--- src/rtl/spi_pkg.sv ---
// Shared definitions for the SPI slave: FSM state encoding and SPI mode constants.
package spi_pkg;

  typedef enum logic [1:0] {
    ST_IDLE  = 2'd0,
    ST_SHIFT = 2'd1,
    ST_DONE  = 2'd2
  } state_e;

  localparam logic CPOL_IDLE_LOW  = 1'b0;
  localparam logic CPOL_IDLE_HIGH = 1'b1;
  localparam logic CPHA_LEAD      = 1'b0;
  localparam logic CPHA_TRAIL     = 1'b1;

  localparam logic [1:0] MODE0 = {CPOL_IDLE_LOW,  CPHA_LEAD};
  localparam logic [1:0] MODE1 = {CPOL_IDLE_LOW,  CPHA_TRAIL};
  localparam logic [1:0] MODE2 = {CPOL_IDLE_HIGH, CPHA_LEAD};
  localparam logic [1:0] MODE3 = {CPOL_IDLE_HIGH, CPHA_TRAIL};

endpackage

--- src/rtl/spi_slave_if.sv ---
// SPI pin bundle between a master and the slave, including the miso pad enable.
interface spi_slave_if;
  logic ss_n;
  logic sclk;
  logic mosi;
  logic miso;
  logic miso_oe;

  modport master (output ss_n, sclk, mosi, input miso, miso_oe);
  modport slave  (input ss_n, sclk, mosi, output miso, miso_oe);
endinterface

--- src/rtl/sync_bit.sv ---
// SYNC-stage flip-flop synchronizer for one asynchronous input bit.
module sync_bit #(
  parameter int   SYNC    = 2,
  parameter logic RST_VAL = 1'b0
) (
  input  logic clk,
  input  logic rst_n,
  input  logic d,
  output logic q
);

  logic [SYNC-1:0] stage_q;
  logic [SYNC-1:0] stage_d;

  genvar gi;
  generate
    for (gi = 0; gi < SYNC; gi++) begin : g_stage
      if (gi == 0) begin : g_first
        assign stage_d[gi] = d;
      end else begin : g_rest
        assign stage_d[gi] = stage_q[gi-1];
      end

      always_ff @(posedge clk or negedge rst_n) begin
        if (!rst_n) stage_q[gi] <= RST_VAL;
        else        stage_q[gi] <= stage_d[gi];
      end
    end
  endgenerate

  assign q = stage_q[SYNC-1];

endmodule

--- src/rtl/spi_slave.sv ---
// SPI slave, all four cpol/cpha modes, oversampling the SPI pins on the system clock.
module spi_slave
  import spi_pkg::*;
#(
  parameter int WIDTH = 8,
  parameter int SYNC  = 2
) (
  input  logic             clk,
  input  logic             rst_n,
  input  logic             cpol,
  input  logic             cpha,
  spi_slave_if.slave       bus,
  input  logic [WIDTH-1:0] din,
  input  logic             din_we,
  output logic             tx_full,
  output logic [WIDTH-1:0] dout,
  output logic             dout_valid,
  output logic             underrun,
  output logic             abort
);

  localparam int CW = $clog2(WIDTH + 1);
  localparam int FW = $clog2(SYNC + 1);

  logic s_ss_n, s_sclk, s_mosi;

  sync_bit #(.SYNC(SYNC), .RST_VAL(1'b1)) u_sync_ss   (.clk(clk), .rst_n(rst_n), .d(bus.ss_n), .q(s_ss_n));
  sync_bit #(.SYNC(SYNC), .RST_VAL(1'b0)) u_sync_sclk (.clk(clk), .rst_n(rst_n), .d(bus.sclk), .q(s_sclk));
  sync_bit #(.SYNC(SYNC), .RST_VAL(1'b0)) u_sync_mosi (.clk(clk), .rst_n(rst_n), .d(bus.mosi), .q(s_mosi));

  state_e           state_q, state_d;
  logic             sclk_prev_q, sclk_prev_d;
  logic             ss_prev_q, ss_prev_d;
  logic [FW-1:0]    fill_q, fill_d;
  logic             armed_q, armed_d;
  logic [WIDTH-1:0] shreg_q, shreg_d;
  logic [WIDTH-1:0] rx_q, rx_d;
  logic [CW-1:0]    cnt_q, cnt_d;
  logic [WIDTH-1:0] hold_q, hold_d;
  logic             tx_full_q, tx_full_d;
  logic [WIDTH-1:0] dout_q, dout_d;
  logic             dout_valid_q, dout_valid_d;
  logic             underrun_q, underrun_d;
  logic             abort_q, abort_d;

  logic fill_done, ss_fall, ss_rise, sclk_rise, sclk_fall;
  logic lead_edge, trail_edge, sample_edge, shift_edge;

  // The synchronizer reset value of ss_n is not a real observation, so select is
  // only armed once the pipeline has flushed and the pin has been seen high.
  assign fill_done   = (fill_q == FW'(SYNC));
  assign ss_fall     = armed_q && ss_prev_q && !s_ss_n;
  assign ss_rise     = !ss_prev_q && s_ss_n;
  assign sclk_rise   = !sclk_prev_q && s_sclk;
  assign sclk_fall   = sclk_prev_q && !s_sclk;
  assign lead_edge   = (cpol == CPOL_IDLE_LOW) ? sclk_rise : sclk_fall;
  assign trail_edge  = (cpol == CPOL_IDLE_LOW) ? sclk_fall : sclk_rise;
  assign sample_edge = (cpha == CPHA_LEAD) ? lead_edge : trail_edge;
  assign shift_edge  = (cpha == CPHA_LEAD) ? trail_edge : (lead_edge && (cnt_q != '0));

  always_comb begin
    state_d      = state_q;
    sclk_prev_d  = s_sclk;
    ss_prev_d    = s_ss_n;
    fill_d       = fill_done ? fill_q : fill_q + FW'(1);
    armed_d      = armed_q | (fill_done & s_ss_n);
    shreg_d      = shreg_q;
    rx_d         = rx_q;
    cnt_d        = cnt_q;
    hold_d       = hold_q;
    tx_full_d    = tx_full_q;
    dout_d       = dout_q;
    dout_valid_d = 1'b0;
    underrun_d   = 1'b0;
    abort_d      = 1'b0;

    if (din_we) begin
      hold_d    = din;
      tx_full_d = 1'b1;
    end

    case (state_q)
      ST_IDLE: begin
        if (ss_fall) begin
          state_d = ST_SHIFT;
          cnt_d   = '0;
          rx_d    = '0;
          if (tx_full_q) begin
            shreg_d = hold_q;
            if (!din_we) tx_full_d = 1'b0;
          end else begin
            shreg_d    = '1;
            underrun_d = 1'b1;
          end
        end
      end
      ST_SHIFT: begin
        if (ss_rise) begin
          state_d = ST_IDLE;
          abort_d = 1'b1;
        end else begin
          if (sample_edge && (cnt_q < CW'(WIDTH))) begin
            rx_d  = (rx_q << 1) | WIDTH'(s_mosi);
            cnt_d = cnt_q + CW'(1);
            if (cnt_q == CW'(WIDTH - 1)) begin
              dout_d       = rx_d;
              dout_valid_d = 1'b1;
              state_d      = ST_DONE;
            end
          end
          if (shift_edge) shreg_d = shreg_q << 1;
        end
      end
      ST_DONE: begin
        if (ss_rise) state_d = ST_IDLE;
      end
      default: state_d = ST_IDLE;
    endcase
  end

  always_ff @(posedge clk or negedge rst_n) begin
    if (!rst_n) begin
      state_q      <= ST_IDLE;
      sclk_prev_q  <= 1'b0;
      ss_prev_q    <= 1'b1;
      fill_q       <= '0;
      armed_q      <= 1'b0;
      shreg_q      <= '0;
      rx_q         <= '0;
      cnt_q        <= '0;
      hold_q       <= '0;
      tx_full_q    <= 1'b0;
      dout_q       <= '0;
      dout_valid_q <= 1'b0;
      underrun_q   <= 1'b0;
      abort_q      <= 1'b0;
    end else begin
      state_q      <= state_d;
      sclk_prev_q  <= sclk_prev_d;
      ss_prev_q    <= ss_prev_d;
      fill_q       <= fill_d;
      armed_q      <= armed_d;
      shreg_q      <= shreg_d;
      rx_q         <= rx_d;
      cnt_q        <= cnt_d;
      hold_q       <= hold_d;
      tx_full_q    <= tx_full_d;
      dout_q       <= dout_d;
      dout_valid_q <= dout_valid_d;
      underrun_q   <= underrun_d;
      abort_q      <= abort_d;
    end
  end

  assign bus.miso    = (state_q != ST_IDLE) & shreg_q[WIDTH-1];
  assign bus.miso_oe = (state_q != ST_IDLE);
  assign tx_full     = tx_full_q;
  assign dout        = dout_q;
  assign dout_valid  = dout_valid_q;
  assign underrun    = underrun_q;
  assign abort       = abort_q;

endmodule

--- src/flat_wrapper.sv ---
// flat-port wrapper written by rule: the top's interface ports become plain ports
module spi_slave_flat import spi_pkg::*;
#(
  parameter int WIDTH = 8,
  parameter int SYNC  = 2
)
  (clk, rst_n, cpol, cpha, din, din_we, tx_full, dout, dout_valid, underrun, abort, bus_ss_n, bus_sclk, bus_mosi, bus_miso, bus_miso_oe);
  spi_slave_if bus_i ();
  input  logic clk;
  input  logic rst_n;
  input  logic cpol;
  input  logic cpha;
  input  logic [WIDTH-1:0] din;
  input  logic din_we;
  output logic tx_full;
  output logic [WIDTH-1:0] dout;
  output logic dout_valid;
  output logic underrun;
  output logic abort;
  input wire logic [$bits(bus_i.ss_n)-1:0] bus_ss_n;
  input wire logic [$bits(bus_i.sclk)-1:0] bus_sclk;
  input wire logic [$bits(bus_i.mosi)-1:0] bus_mosi;
  output wire logic [$bits(bus_i.miso)-1:0] bus_miso;
  output wire logic [$bits(bus_i.miso_oe)-1:0] bus_miso_oe;
  assign bus_i.ss_n = bus_ss_n;
  assign bus_i.sclk = bus_sclk;
  assign bus_i.mosi = bus_mosi;
  assign bus_miso = bus_i.miso;
  assign bus_miso_oe = bus_i.miso_oe;
  spi_slave #(.WIDTH(WIDTH), .SYNC(SYNC)) u_core (.clk(clk), .rst_n(rst_n), .cpol(cpol), .cpha(cpha), .bus(bus_i), .din(din), .din_we(din_we), .tx_full(tx_full), .dout(dout), .dout_valid(dout_valid), .underrun(underrun), .abort(abort));
endmodule
--- config.mk ---
export PLATFORM = sky130hd
export DESIGN_NAME = spi_slave_flat
export DESIGN_NICKNAME = d
export VERILOG_FILES = /design/src/rtl/spi_pkg.sv /design/src/rtl/spi_slave_if.sv /design/src/rtl/sync_bit.sv /design/src/rtl/spi_slave.sv /design/src/flat_wrapper.sv
export SDC_FILE = /design/constraint.sdc
export NUM_CORES = 1
export LEC_CHECK = 0
export ABC_AREA = 1
export CAP_MARGIN = 20
export CORE_ASPECT_RATIO = 1.2
export CORE_UTILIZATION = 30
export CTS_CLUSTER_SIZE = 14
export DETAILED_ROUTE_END_ITERATION = 10
export SKIP_CTS_REPAIR_TIMING = 1
export SLEW_MARGIN = 10
export SYNTH_ARGS = -nofsm -noshare
export SYNTH_HDL_FRONTEND = slang
export SYNTH_HIERARCHICAL = 1
export SYNTH_SLANG_ARGS = --single-unit
--- constraint.sdc ---
create_clock -name clk -period 2.6 [get_ports clk]
set_input_delay 0.52 -clock clk [delete_from_list [all_inputs] [get_ports clk]]
set_output_delay 0.52 -clock clk [all_outputs]
set_load 0.02 [all_outputs]
==> reports/metrics.cfg, run 1 <==
[outcome]
status = finished clean

[global_routing]
overflow = 0
grt_max_degree = 29
grt_usage = 0.120
grt_pass1_wl_mm = 7.42
grt_pass1_vias = 1600
antenna_found_initial = 0

[clock_network]
tritoncts = built
cts_buffers = 5
clkTransAtPathRegs_ns = 0.09
cts_max_path_buffers = 2
clock-sinks = 52
clk-insertion-delay-late_ns = 0.30
h-tree-depth = 2
root_buffer = clkbuf_8

[place]
dpl.hpwl_mm = 2.92
pre_cts_ws_ns = 0.566
place_area_sq_um = 2670
portBuffers = 29
globalplace.congestion = 0.728
placed_cells = 354

[route]
routed_wirelength_mm = 4.25
drtIter0Drc = 112
num_vias = 1699
firstDrtPassIters = 4
drc = 0
vias_per_cell = 4.69
antenna_left = 0
routedWlPerCell_microns = 11.7

[sta]
maxSlewViolCount = 0
finalSetupViolCount = 0
fin_crit_sh = 0.809
slew_headroom = 0.604
worst_pin_slew_ns = 0.594
setup_slack_ns = 0.496
fin_skew_ns = 0.00833
achievable-frequency_mhz = 475
worst_hold_slack_ns = 0.219
rsz0062_at_grt = no
fin_crit_ns = 2.10
hold_viol_final = 0
setup_tns_ns = 0

[die]
dieWidth_microns = 81.8
core_area_sq_um = 7320
rows = 34
die_h_microns = 97.8
dieArea_sq_um = 8000
initial_core_util = 0.314
io_pins = 30

[synth]
syn_inst = 240
netlist_area_sq_um = 2290
synth_top_family_by_area = simple AND/OR/NAND/NOR gates
synth_mux_area_frac = 0.0393
yosys.cell_types.count = 30
netlist_top_cells_count = nand2_1, dfrtp_1, nand4_1, nand3_1, inv_1
syn_avg_cell_area_sq_um = 9.56
syn_nets = 259
synthAdderAreaFrac = 0.0164
synth_area_leaders = dfrtp_1, nand2_1, nand4_1
yosysMostFrequentCell = nand2_1
synth_top_flop_cell = dfrtp_1
ys_ff_latch = 52
async_reset_ff_frac = 1.00
yosysTopAreaCellShare = 0.534
synth_compound_area_frac = 0.0273
synthSimpleGateAreaFrac = 0.285
yosys.area.top_type = dfrtp_1
synth-edff-count = 0
synth_xor_area_frac = 0.00763
ys_seq_area_frac = 0.569
ys_warn_count = 6

[worst_hold_path]
min_path_type = primary input to async pin

[power]
power.leakage_nw = 1.36
fin_total_pwr_mw = 1.88
peakVddDrop_v = 0.000328
p_per_area_nw_per_um2 = 677

[worst_setup_path]
crit_slowest_cell = clkdlybuf4s50_1
path_cells = nor2_2 -> nor2_1 -> clkdlybuf4s50_1
critPathRequiredTime_ns = 2.08
critical-path-top-delay-family = buffers and inverters
r2r_setup_slack_ns = 0.82
endpoint_kind = output port
cpPeakStageDelay_ns = 0.61
path_buf_inv = 1
critPathKind = register to output port
cp_max_fo = 3
cp_data_arrival_time_ns = 1.58
startpoint_type = register

[final_layout]
stdcell_count = 362
antenna_cells = 0
fillCellCount = 775
fin_area_sq_um = 2780
drive_above_1_share = 0.121
nNetsFinal = 290
area_delta_synth_final_pct = 21.0
fin_util = 0.379

[job]
maxCapViolations = 0

==> final timing paths <==
path	cells past startpoint	start	to
min	1	rst_n	u_core/abort
max in group asynchronous	2	rst_n	u_core/cnt_q[2]
min reg2reg	0	u_core/u_sync_mosi/stage_d[1]	u_core/u_sync_mosi/q
max	3	u_core/state_q[1]	bus_miso
max reg2reg	6	u_core/state_q[1]	u_core/rx_q[2]
min in group clk	0	u_core/u_sync_mosi/stage_d[1]	u_core/u_sync_mosi/q
==> power breakdown <==
| part | total (mW) | leakage [nW] | switching [mW] | internal [mW] |
|---|---|---|---|---|
| clock network | 0.555 | 0.0541 | 0.270 | 0.285 |
| registers | 0.964 | 0.657 | 0.0596 | 0.904 |
| logic | 0.360 | 0.647 | 0.224 | 0.137 |
| total | 1.88 | 1.36 | 0.553 | 1.33 |
==> worst register-to-register path, stage by stage (launching register included) <==
cell and delay (ns):
dfrtp_1 0.47, nor2_8 0.35, nand2_2 0.13, nand2_2 0.24, nand2_1 0.29, nand2_1 0.13, nand2_1 0.06
==> cells in the final DEF (no fill, tap or decap) <==
master	synthesis	routed
nand4_1	18	18
dfrtp_1	49	49
nand3_2	2	2
clkinvlp_4	0	1
xnor2_1	1	1
mux2_2	8	8
buf_12	0	1
nand2_4	1	1
nand2_1	77	77
nand3_1	17	17
clkinv_1	1	1
a21oi_1	1	1
nor2_1	14	14
ha_1	3	3
nor3_1	1	1
nand3b_1	1	1
nor2_4	1	1
inv_2	1	1
buf_2	2	1
xor2_1	1	1
clkinv_2	1	2
bufinv_16	0	1
clkbuf_8	0	5
nor2_2	1	1
nand2_2	2	2
o21ai_0	10	10
buf_4	1	1
nor2_8	1	1
nand4_4	1	1
clkdlybuf4s50_1	0	28
inv_1	16	16
dfstp_2	3	3
a21o_1	1	1
==> logic make-up (layout without fill, tap and decap cells) <==
| logic type | after synthesis | after routing |
|---|---|---|
| fa+ha+maj | 3 | 3 |
| compound gates | 12 | 12 |
| flops | 52 | 52 |
| simple gates | 137 | 137 |
| buf+inv | 26 | 58 |
| xor+xnor | 2 | 2 |
| mux | 8 | 8 |
==> routing by layer <==
metal	GRT usage	vias to the layer above	wire, microns
li1	-	846	-
met1	0.156	816	1940
met2	0.194	32	2110
met3	0.0327	5	164
met4	0.0337	0	38
met5	0	-	0
==> flip-flops by register name, summed over array words and instances (netlist names), 2 cells and up <==
register and count:
u_core/dout 8, u_core/hold_q 8, u_core/shreg_q 8, u_core/rx_q 7
u_core/cnt_q 4, u_core/fill_q 2, u_core/state_q 2
==> cell type report <==
class,instances,area (sq um),area share
clock inverter,3,42.5,0.0153
multi-input combinational,162,862,0.311
tap,90,113,0.0406
timing repair buffer,31,313,0.113
sequential,52,1310,0.470
clock buffer,5,68.8,0.0248
inverter,19,72.6,0.0261
(Power assumes the default switching activity.)
==> inputs of run 2 (changes only) <==
clock period = 1.9 ns   (was 2.6 ns; I/O delays follow)
==> run 2 against run 1 <==
First-iteration DRC count is 17% higher; register-to-register slack worse by 0.45 ns; clock skew up 0.0031 ns; cell count rose by 0.83%; non-clock buffer count increased by 3; sequential power is 37% higher; worst setup slack worse by 0.31 ns; via count down 0.35%; clock power up 39%; largest power group unchanged.
==> reports/metrics.cfg, run 2 (synthesis results as in run 1) <==
[global_routing]
grt_pass1_vias = 1672  ; +4.5%
grt_max_degree = 53  ; +83%
overflow = 0  ; unchanged
grt_pass1_wl_mm = 7.53  ; +1.6%
grt_usage = 0.123  ; +0.00302
grtUsageMet3 = 0.0355  ; +0.00280
antenna_found_initial = 0  ; unchanged
grtUsageMet1 = 0.153  ; -0.00305
met2_usage = 0.198  ; +0.00445
grt_busiest_layer = met2

[route]
antenna_left = 0  ; unchanged
routed_wirelength_mm = 4.31  ; +1.5%
vias_per_cell = 4.64  ; -1.2%
routedWlPerCell_microns = 11.8  ; +0.62%
num_vias = 1693  ; -0.35%
drtIter0Drc = 131  ; +17%
drc = 0  ; unchanged
firstDrtPassIters = 4  ; unchanged

[clock_network]
tritoncts = built
root_buffer = clkbuf_8
cts_buffers = 5  ; unchanged
clkTransAtPathRegs_ns = 0.10  ; about the same
h-tree-depth = 2  ; unchanged
cts_max_path_buffers = 2  ; unchanged
clk-insertion-delay-late_ns = 0.31  ; about the same
clock-sinks = 52  ; unchanged

[final_layout]
register_area_sq_um = 1310  ; about the same
area_delta_synth_final_pct = 22.8
drive_above_1_share = 0.131  ; +0.00959
antenna_cells = 0  ; unchanged
multi_input_area_sq_um = 862  ; unchanged
layout_common_cells = nand2_1, dfrtp_1, clkdlybuf4s50_1
mostFrequentLayoutCell = nand2_1
fillCellCount = 762  ; -1.7%
nNetsFinal = 293  ; +1.0%

[job]
maxCapViolations = 0  ; unchanged

[power]
power.leakage_nw = 1.40  ; +3.4%
p_switching_mw = 0.766  ; +39%
p_per_area_nw_per_um2 = 925  ; +37%
p_int_mw = 1.84  ; +39%
switching_share = 0.294  ; about the same
p_comb_frac = 0.198  ; +0.006
p_clk_frac = 0.296  ; about the same
fin_total_pwr_mw = 2.61  ; +39%
p_seq_frac = 0.506  ; -0.007
peakVddDrop_v = 0.000356  ; +8.7%

[sta]
fin_crit_ns = 1.71
achievable-frequency_mhz = 583
fin_skew_ns = 0.0114  ; +0.00312 ns
rsz0062_at_grt = no
fin_crit_sh = 0.902
worst_pin_slew_ns = 0.375  ; -0.219 ns
maxSlewViolCount = 0  ; unchanged
finalSetupViolCount = 0  ; unchanged
hold_viol_final = 0  ; unchanged
slew_headroom = 0.749  ; +0.145
setup_tns_ns = 0  ; unchanged

[worst_setup_path]
crit_slowest_cell = clkdlybuf4s50_1
r2r-start = u_core/cnt_q[0]
cp_data_arrival_time_ns = 1.33  ; -0.25 ns
r2r_end = u_core/cnt_q[2]
cp_max_fo = 4  ; +1
path_cells = clkdlybuf4s50_1
critPathKind = register to output port
r2r_cells = 6  ; unchanged
endpoint_kind = output port
r2r_setup_slack_ns = 0.37  ; -0.45 ns
startpoint_type = register
critPathRequiredTime_ns = 1.52  ; -0.56 ns
critical-path-top-delay-family = buffers and inverters
cpPeakStageDelay_ns = 0.63  ; +0.02 ns
path_buf_inv = 1  ; unchanged

[place]
dpl.hpwl_mm = 2.95  ; +0.85%
globalplace.congestion = 0.730  ; +0.27%
portBuffers = 29  ; unchanged

[die]
initial_core_util = 0.314  ; unchanged
dieArea_sq_um = 8000  ; unchanged
rows = 34  ; unchanged
die_h_microns = 97.8  ; unchanged
io_pins = 30  ; unchanged
core_area_sq_um = 7320  ; unchanged
dieWidth_microns = 81.8  ; unchanged

[outcome]
status = finished clean

[worst_hold_path]
min_path_type = primary input to async pin

-- run 2: cell count changes in the layout (fill, tap and decap cells not counted), sizes merged --
cell,before,now
dlymetal6s2s,0,2
inv,17,18
clkinv,3,2
clkdlybuf4s50,28,26
clkbuf,5,6
buf,3,6
clkinvlp,1,0
-- run 2: per-stage QoR --
step	hold WS (ns)	std cells	cell area, sq um	util	setup WS, ns
6_report	0.0423	365	2820	0.385	0.185
3_3_place_gp	0.334	357	2700	0.369	0.0979
5_1_grt	0.0532	365	2820	0.385	0.123
3_5_place_dp	0.339	357	2700	0.369	0.0198
4_1_cts	0.0483	365	2810	0.384	-0.0773
2_1_floorplan	0.0844	240	2290	-	0.594
-- run 2: cell type report --
class,instances,area share
inverter,19,0.0258
tap,90,0.0400
timing repair buffer,34,0.125
clock buffer,6,0.0258
multi-input combinational,162,0.306
sequential,52,0.464
clock inverter,2,0.0138
-- run 2: how the worst max path moves through the flow --
stage                      startpoint               to  slack (ns)  cells after the start
finish                 u_core/tx_full          tx_full        0.19                      1
global route           u_core/tx_full          tx_full        0.12                      1
CTS                 u_core/state_q[1]         bus_miso       -0.08                      3
detailed placement               cpol  u_core/cnt_q[3]        0.02                      9
global placement                 cpol  u_core/cnt_q[3]         0.1                      9
floorplan             u_core/cnt_q[0]  u_core/cnt_q[2]        0.59                      6
-- run 2: routing by layer --
layer	routed length, microns	vias to the layer above
li1	-	856
met1	1950	803
met2	2130	29
met3	157	5
met4	77	0
met5	0	-
-- run 2: power by group through the flow --
| stage | registers, mW | clock network [mW] | logic [mW] |
|---|---|---|---|
| after floorplan | 1.32 | 0 | 0.365 |
| after global placement | 1.34 | 0 | 0.516 |
| after detailed placement | 1.34 | 0 | 0.531 |
| after CTS | 1.32 | 0.799 | 0.529 |
| after global routing | 1.34 | 0.834 | 0.600 |
| final | 1.32 | 0.771 | 0.516 |
